$ cat src/rtl/aes_key_schedule_seq.sv
// Sequential AES key schedule (AES-128/192/256 chosen per run by klen).
// Expands one 32-bit word per cycle from a sliding window of the last NK
// words. Each 128-bit round key is offered on a valid/ready stream, and the
// stream stalls under backpressure.
// Optional build macro KEYSCHED_STORE_EN: each accepted round key is also
// kept in a 15-entry array that can be read through rd_idx/rd_key.

// Combinational SubWord: computes the S-box as the GF(2^8) inverse followed
// by the affine transform.
module aes_subword (
  input  logic [31:0] word_i,
  output logic [31:0] word_o
);
  function automatic logic [7:0] gf_mul(input logic [7:0] a, input logic [7:0] b);
    logic [7:0] p;
    logic [7:0] x;
    p = 8'h00;
    x = a;
    for (int k = 0; k < 8; k++) begin
      if (b[k]) p = p ^ x;
      x = {x[6:0], 1'b0} ^ (x[7] ? 8'h1b : 8'h00);
    end
    return p;
  endfunction

  // Inverse is a^254. 254 = 2+4+...+128, so multiply together the
  // successive squares of a.
  function automatic logic [7:0] sbox(input logic [7:0] a);
    logic [7:0] sq;
    logic [7:0] inv;
    sq  = a;
    inv = 8'h01;
    for (int k = 1; k < 8; k++) begin
      sq  = gf_mul(sq, sq);
      inv = gf_mul(inv, sq);
    end
    return inv ^ {inv[6:0], inv[7]} ^ {inv[5:0], inv[7:6]} ^
           {inv[4:0], inv[7:5]} ^ {inv[3:0], inv[7:4]} ^ 8'h63;
  endfunction

  assign word_o = {sbox(word_i[31:24]), sbox(word_i[23:16]),
                   sbox(word_i[15:8]),  sbox(word_i[7:0])};
endmodule

module aes_key_schedule_seq #(
  parameter int NK_MAX = 8
) (
  input  logic         clk,
  input  logic         reset,
  input  logic         start,
  input  logic [1:0]   klen,
  input  logic [255:0] key_in,
  output logic         busy,
  output logic         err,
  output logic         rk_valid,
  input  logic         rk_ready,
  output logic [127:0] rk,
  output logic [3:0]   rk_idx,
  output logic         rk_last,
  output logic         done,
  input  logic [3:0]   rd_idx,
  output logic [127:0] rd_key
);
  typedef enum logic [1:0] {S_IDLE, S_GEN, S_HOLD} state_t;

  state_t       state_q;
  logic [31:0]  win_q [NK_MAX];
  logic [31:0]  win_d [NK_MAX];
  logic [3:0]   nk_q;
  logic [2:0]   phase_q;      // i % NK
  logic [5:0]   cnt_q;        // word index i
  logic [5:0]   last_cnt_q;   // 4*(NR+1)-1 for this run
  logic [7:0]   rcon_q;
  logic [127:0] rk_q;
  logic [3:0]   rk_idx_q;
  logic         rk_valid_q, rk_last_q, busy_q, err_q, done_q;

  logic [3:0]   nk_sel;
  logic [5:0]   last_sel;
  logic         legal;
  logic         hs, word_we, is_last_word, key_phase;
  logic [31:0]  prev_word, sub_in, sub_out, new_word;

  // Key words beyond NK_MAX never enter the window.
  logic key_tail_unused;
  assign key_tail_unused = ^key_in;

  // Decode klen into the key length in words and the final word index.
  always_comb begin
    // NOTE: each always_comb output gets a default first so that no path infers a latch.
    nk_sel   = 4'd0;
    last_sel = 6'd0;
    case (klen)
      2'd0:    begin nk_sel = 4'd4; last_sel = 6'd43; end
      2'd1:    begin nk_sel = 4'd6; last_sel = 6'd51; end
      2'd2:    begin nk_sel = 4'd8; last_sel = 6'd59; end
      default: ;
    endcase
    legal = (nk_sel != 4'd0) && (int'(nk_sel) <= NK_MAX);
  end

  assign hs           = rk_valid_q && rk_ready;
  // A handshake that is not the last one also writes the next word.
  assign word_we      = (state_q == S_GEN) || (hs && !rk_last_q);
  assign is_last_word = (cnt_q == last_cnt_q);
  assign key_phase    = (cnt_q < {2'b00, nk_q});

  // w[i-1] is the newest window entry, held at slot NK-1.
  always_comb begin
    prev_word = win_q[0];
    for (int j = 0; j < NK_MAX; j++)
      if (j == int'(nk_q) - 1) prev_word = win_q[j];
  end

  assign sub_in = (phase_q == 3'd0) ? {prev_word[23:0], prev_word[31:24]} : prev_word;

  aes_subword u_subword (
    .word_i (sub_in),
    .word_o (sub_out)
  );

  // Word rule. Slot 0 holds w[i-NK]. While i < NK the loaded key words
  // rotate through the window unchanged.
  always_comb begin
    if (key_phase)                             new_word = win_q[0];
    else if (phase_q == 3'd0)                  new_word = win_q[0] ^ sub_out ^ {rcon_q, 24'h0};
    else if (nk_q == 4'd8 && phase_q == 3'd4)  new_word = win_q[0] ^ sub_out;
    else                                       new_word = win_q[0] ^ prev_word;
  end

  // Shift the window down by one and append the new word at slot NK-1.
  always_comb begin
    for (int j = 0; j < NK_MAX - 1; j++) win_d[j] = win_q[j + 1];
    win_d[NK_MAX - 1] = new_word;
    for (int j = 0; j < NK_MAX; j++)
      if (j == int'(nk_q) - 1) win_d[j] = new_word;
  end

  // Control FSM, word generation and registered stream outputs.
  always_ff @(posedge clk) begin
    if (reset) begin
      state_q    <= S_IDLE;
      for (int j = 0; j < NK_MAX; j++) win_q[j] <= '0;
      nk_q       <= 4'd4;
      phase_q    <= 3'd0;
      cnt_q      <= 6'd0;
      last_cnt_q <= 6'd0;
      rcon_q     <= 8'h01;
      rk_q       <= '0;
      rk_idx_q   <= 4'd0;
      rk_valid_q <= 1'b0;
      rk_last_q  <= 1'b0;
      busy_q     <= 1'b0;
      err_q      <= 1'b0;
      done_q     <= 1'b0;
    end else begin
      // NOTE: sequential state uses non-blocking assignments, so every register here sees pre-edge values.
      err_q  <= 1'b0;
      done_q <= 1'b0;
      if (word_we) begin
        win_q   <= win_d;
        cnt_q   <= is_last_word ? cnt_q : cnt_q + 6'd1;
        phase_q <= ({1'b0, phase_q} == nk_q - 4'd1) ? 3'd0 : phase_q + 3'd1;
        if (phase_q == 3'd0 && !key_phase)
          rcon_q <= {rcon_q[6:0], 1'b0} ^ (rcon_q[7] ? 8'h1b : 8'h00);
        case (cnt_q[1:0])
          2'd0: rk_q[127:96] <= new_word;
          2'd1: rk_q[95:64]  <= new_word;
          2'd2: rk_q[63:32]  <= new_word;
          2'd3: rk_q[31:0]   <= new_word;
        endcase
      end
      case (state_q)
        S_IDLE: if (start) begin
          if (legal) begin
            for (int j = 0; j < NK_MAX; j++) win_q[j] <= key_in[255 - 32*j -: 32];
            nk_q       <= nk_sel;
            last_cnt_q <= last_sel;
            cnt_q      <= 6'd0;
            phase_q    <= 3'd0;
            rcon_q     <= 8'h01;
            busy_q     <= 1'b1;
            state_q    <= S_GEN;
          end else begin
            err_q <= 1'b1;
          end
        end
        S_GEN: if (cnt_q[1:0] == 2'd3) begin
          state_q    <= S_HOLD;
          rk_valid_q <= 1'b1;
          rk_idx_q   <= cnt_q[5:2];
          rk_last_q  <= is_last_word;
        end
        S_HOLD: if (rk_ready) begin
          rk_valid_q <= 1'b0;
          rk_last_q  <= 1'b0;
          if (rk_last_q) begin
            state_q <= S_IDLE;
            busy_q  <= 1'b0;
            done_q  <= 1'b1;
          end else begin
            state_q <= S_GEN;
          end
        end
        default: state_q <= S_IDLE;
      endcase
    end
  end

  assign busy     = busy_q;
  assign err      = err_q;
  assign rk_valid = rk_valid_q;
  assign rk       = rk_q;
  assign rk_idx   = rk_idx_q;
  assign rk_last  = rk_last_q;
  assign done     = done_q;

`ifdef KEYSCHED_STORE_EN
  logic [127:0] store_q [15];
  logic [14:0]  store_vld_q;
  logic         store_done_q;

  // Capture each accepted round key at its index.
  // NOTE: the key array itself is never reset; the valid mask alone decides what reads back.
  always_ff @(posedge clk) begin
    if (hs)
      for (int j = 0; j < 15; j++)
        if (rk_idx_q == 4'(j)) store_q[j] <= rk_q;
  end

  // Entry-valid mask and completed-run flag, cleared on reset and on an accepted start.
  always_ff @(posedge clk) begin
    if (reset) begin
      store_vld_q  <= '0;
      store_done_q <= 1'b0;
    end else if (state_q == S_IDLE && start && legal) begin
      store_vld_q  <= '0;
      store_done_q <= 1'b0;
    end else if (hs) begin
      for (int j = 0; j < 15; j++)
        if (rk_idx_q == 4'(j)) store_vld_q[j] <= 1'b1;
      if (rk_last_q) store_done_q <= 1'b1;
    end
  end

  // Combinational read port. Entries that are unwritten or out of range read as zero.
  always_comb begin
    rd_key = '0;
    for (int j = 0; j < 15; j++)
      if (store_done_q && store_vld_q[j] && rd_idx == 4'(j)) rd_key = store_q[j];
  end
`else
  logic rd_idx_unused;
  assign rd_idx_unused = ^rd_idx;
  assign rd_key        = '0;
`endif

endmodule

$ cat config.mk
export PLATFORM = sky130hd
export DESIGN_NAME = aes_key_schedule_seq
export DESIGN_NICKNAME = d
export VERILOG_FILES = /design/src/rtl/aes_key_schedule_seq.sv
export SDC_FILE = /design/constraint.sdc
export NUM_CORES = 2
export LEC_CHECK = 0
export CAP_MARGIN = 20
export CORE_MARGIN = 4
export CORE_UTILIZATION = 45
export DETAILED_ROUTE_END_ITERATION = 7
export PLACE_DENSITY = 0.66
export SYNTH_ARGS = -nofsm -noshare
export SYNTH_HDL_FRONTEND = slang
export SYNTH_SLANG_ARGS = --single-unit
$ cat constraint.sdc
create_clock -name clk -period 19.8 [get_ports clk]
set_clock_uncertainty 0.2 [all_clocks]
set_input_delay 1.98 -clock clk [delete_from_list [all_inputs] [get_ports clk]]
set_output_delay 1.98 -clock clk [all_outputs]
set_load 0.02 [all_outputs]
==> results.py <==
metrics = {
    "run_status": {
        "status": "finished, final reports clean",
    },
    "setup_path": {
        "crit_slowest_cell": "xnor3_4",
        "rr_startpoint": "nk_q[2]",
        "critPathLaunchType": "flop",
        "path_class": "reg2reg",
        "startpoint": "nk_q[2]",
        "cp_top_family": "XOR/XNOR gates",
        "required_ns": 20.11,
        "critPathCaptureType": "flop",
        "arrival_ns": 19.39,
        "critPathMaxStageDelay_ns": 0.60,
        "crit_fanout": 18,
        "path_buf_inv": 5,
    },
    "routing": {
        "first_pass_iters": 8,
        "ant_nets": 0,
        "top_layer": "met5",
        "drtIter0Drc": 9062,
        "drc_errors": 0,
        "wl_met2_um": 149000,
        "drt_wl_total_um": 322000,
        "wl_met1_um": 133000,
        "dr_wl_met3_um": 25200,
        "via_count": 85991,
        "wire_per_inst_um": 22.7,
        "viasPerCell": 6.06,
    },
    "place": {
        "place.gp.congestion": 1.01,
        "hpwl_um": 240000,
        "port-buffer-count": 398,
    },
    "synth": {
        "yosysMostFrequentCell": "xnor2_1",
        "synth-seq-cells": 418,
        "synth-compound-area-share_pct": 22.5,
        "syn-cell-area_um2": 83600,
        "synthArstFlopShare_pct": 0,
        "yosysSeqAreaShare_pct": 10.0,
        "synthDistinctLibCells": 174,
        "synth_edf_count": 0,
        "yosys.area.top_type_share_pct": 16.8,
        "yosysTopAreaCell": "xnor2_1",
        "synth_area_leaders": "xnor2_1 17%, dfxtp_1 10%, nor2_1 7.0%",
        "synthCells": 11419,
        "synth_xor_area_share_pct": 33.7,
        "muxShareOfSynthArea_pct": 3.77,
        "netlist_top_cells_count": "1607 x xnor2_1, 1567 x nor2_1, 1427 x nand2_1",
        "synth_top_family_by_area": "XOR/XNOR gates",
        "yosysWarnings": 0,
        "postSynthAreaPerCell_um2": 7.32,
        "synthSimpleGateAreaFrac_pct": 22.4,
        "synth_ff_type": "dfxtp_1",
        "synth_adder_area_share_pct": 0.695,
    },
    "timing": {
        "max_freq_ghz": 0.0524,
        "holdWs_ns": 0.254,
        "max_slew_margin_pct": 22.7,
        "grt_setup_unrepaired": "yes",
        "final_max_slew_viol_count": 0,
        "setup_viol_count_final": 0,
        "worst_slew_pin_slew_ns": 1.16,
        "min_period_ns": 19.07,
        "fin_crit_sh_pct": 96.3,
        "final_hold_viol_count": 0,
    },
    "floorplan": {
        "num_rows": 157,
        "core_region_area_um2": 184000,
        "fp.dieW_um": 439,
        "die-area_um2": 193000,
        "start_util_pct": 45.5,
        "pin_count": 531,
        "die_h_um": 439,
    },
    "worst_hold_path": {
        "hold_start": "rk[31]",
        "hold_path.class": "reg2reg",
    },
    "cts": {
        "cts_sinks": 418,
        "cts_hold_buf": 0,
        "clk-insertion-delay-late_ns": 0.61,
        "clk_pin_slew_ns": 0.07,
        "clk_path_buf_depth": 3,
        "cts_buffers": 44,
        "ctsRootBufferMaster": "clkbuf_16",
        "cts_tree": "done",
        "htree_levels": 2,
    },
    "grt": {
        "grt_max_degree": 113,
        "antenna_found_initial": 7,
        "grt_pass1_wl_um": 485000,
        "track_usage_pct": 31.3,
        "grt_pass1_vias": 79102,
        "overflow": 0,
    },
    "cells_and_area": {
        "drive_gt1_share_pct": 12.7,
        "area_delta_synth_final_pct": 12.6,
        "nNetsFinal": 11994,
    },
    "run": {
        "cap_viol_max_count": 0,
    },
}
## metrics by stage
stage          utilization, %  instance area [um2]  cells  setup TNS, ns  worst slack [ns]
6_report                 51.2                94100  14184              0             0.727
2_1_floorplan               -                84100  11546              0              1.14
3_3_place_gp             49.0                90000  13979         -25.81            -0.641
5_1_grt                  51.2                94100  14183          -2.34            -0.154
3_5_place_dp             49.0                90100  13988         -55.16            -0.723
4_1_cts                  50.1                92000  14079          -1.27            -0.153
## registers in the layout (all words and copies together), names as in the netlist, 2 cells and up
register / flops
rk_idx: 4
rcon_q: 8
rk: 128
phase_q: 3
win_q: 256
cnt_q: 6
last_cnt_q: 3
nk_q: 3
state_q: 2
## worst paths after layout
kind	to	slack (ns)	depth (start not counted)
min	rk[31]	0.25	2
max	win_q[151]	0.73	69
min reg2reg	rk[31]	0.25	2
max reg2reg	win_q[151]	0.73	69
## cell usage in the layout, fill, tap and decap left out, types with 69 or more instances in the layout
master and n:
and2_1 69, clkdlybuf4s50_1 397, buf_4 609, nand3_1 338
o21ai_1 125, a21oi_1 878, nand4_1 71, xnor2_1 1512
nor2_1 1561, conb_1 128, nand2_1 1423, xor2_1 373
a211oi_1 196, xnor3_1 219, xnor2_4 69, o21ai_0 389
mux2i_1 206, inv_1 69, o211ai_1 109, o22ai_1 211
dfxtp_1 417, xnor2_2 191, nor3_1 303, a31oi_1 100
## layer usage
metal,track usage (%),vias to the layer above
li1,-,40332
met1,41.8,41207
met2,51.8,3835
met3,3.53,613
met4,12.1,4
met5,0,-
## layout make-up
cell class                      count  area [um2]
Antenna cell                        3        7.51
Clock buffer                       63        1270
Clock inverter                     16         268
Fill cell                       18138       89700
Inverter                          105         397
Multi-Input combinational cell  10091       71900
Sequential cell                   418        8370
Tap cell                         2464        3080
Timing Repair Buffer             1024        8840
## worst reg2reg max path: cells and delay by family (launching register included)
family	cells	cell delay, ns
XOR/XNOR	24	6.64
AO/OA/AOI/OAI	22	5.96
AND/OR/NAND/NOR	13	3.17
adder cells (fa/ha/maj)	3	1.09
buffers and inverters	5	0.98
multiplexers	2	0.66
flip-flops	1	0.31
## cells by family (layout without fill, tap and decap cells)
logic type / after synthesis / in the layout
other: 1 / 131
and+or+nand+nor: 4257 / 4258
AOI/OAI and AO/OA: 2848 / 2848
buffers and inverters: 1039 / 1208
muxes: 295 / 295
xor gates and xnor gates: 2514 / 2515
adders and majority gates: 47 / 47
DFF: 418 / 418
## repair_timing
action / in CTS / in global routing
endpoints found under the setup margin: 199 / 256
gates resized for setup: 38 / 188
pin swaps: 5 / 54
setup buffers: 11 / 95
cloned: 1 / 1
Power is left out: the tool's default activity adds up to more than one toggle a clock period on the data nets, which glitch-free logic cannot reach.
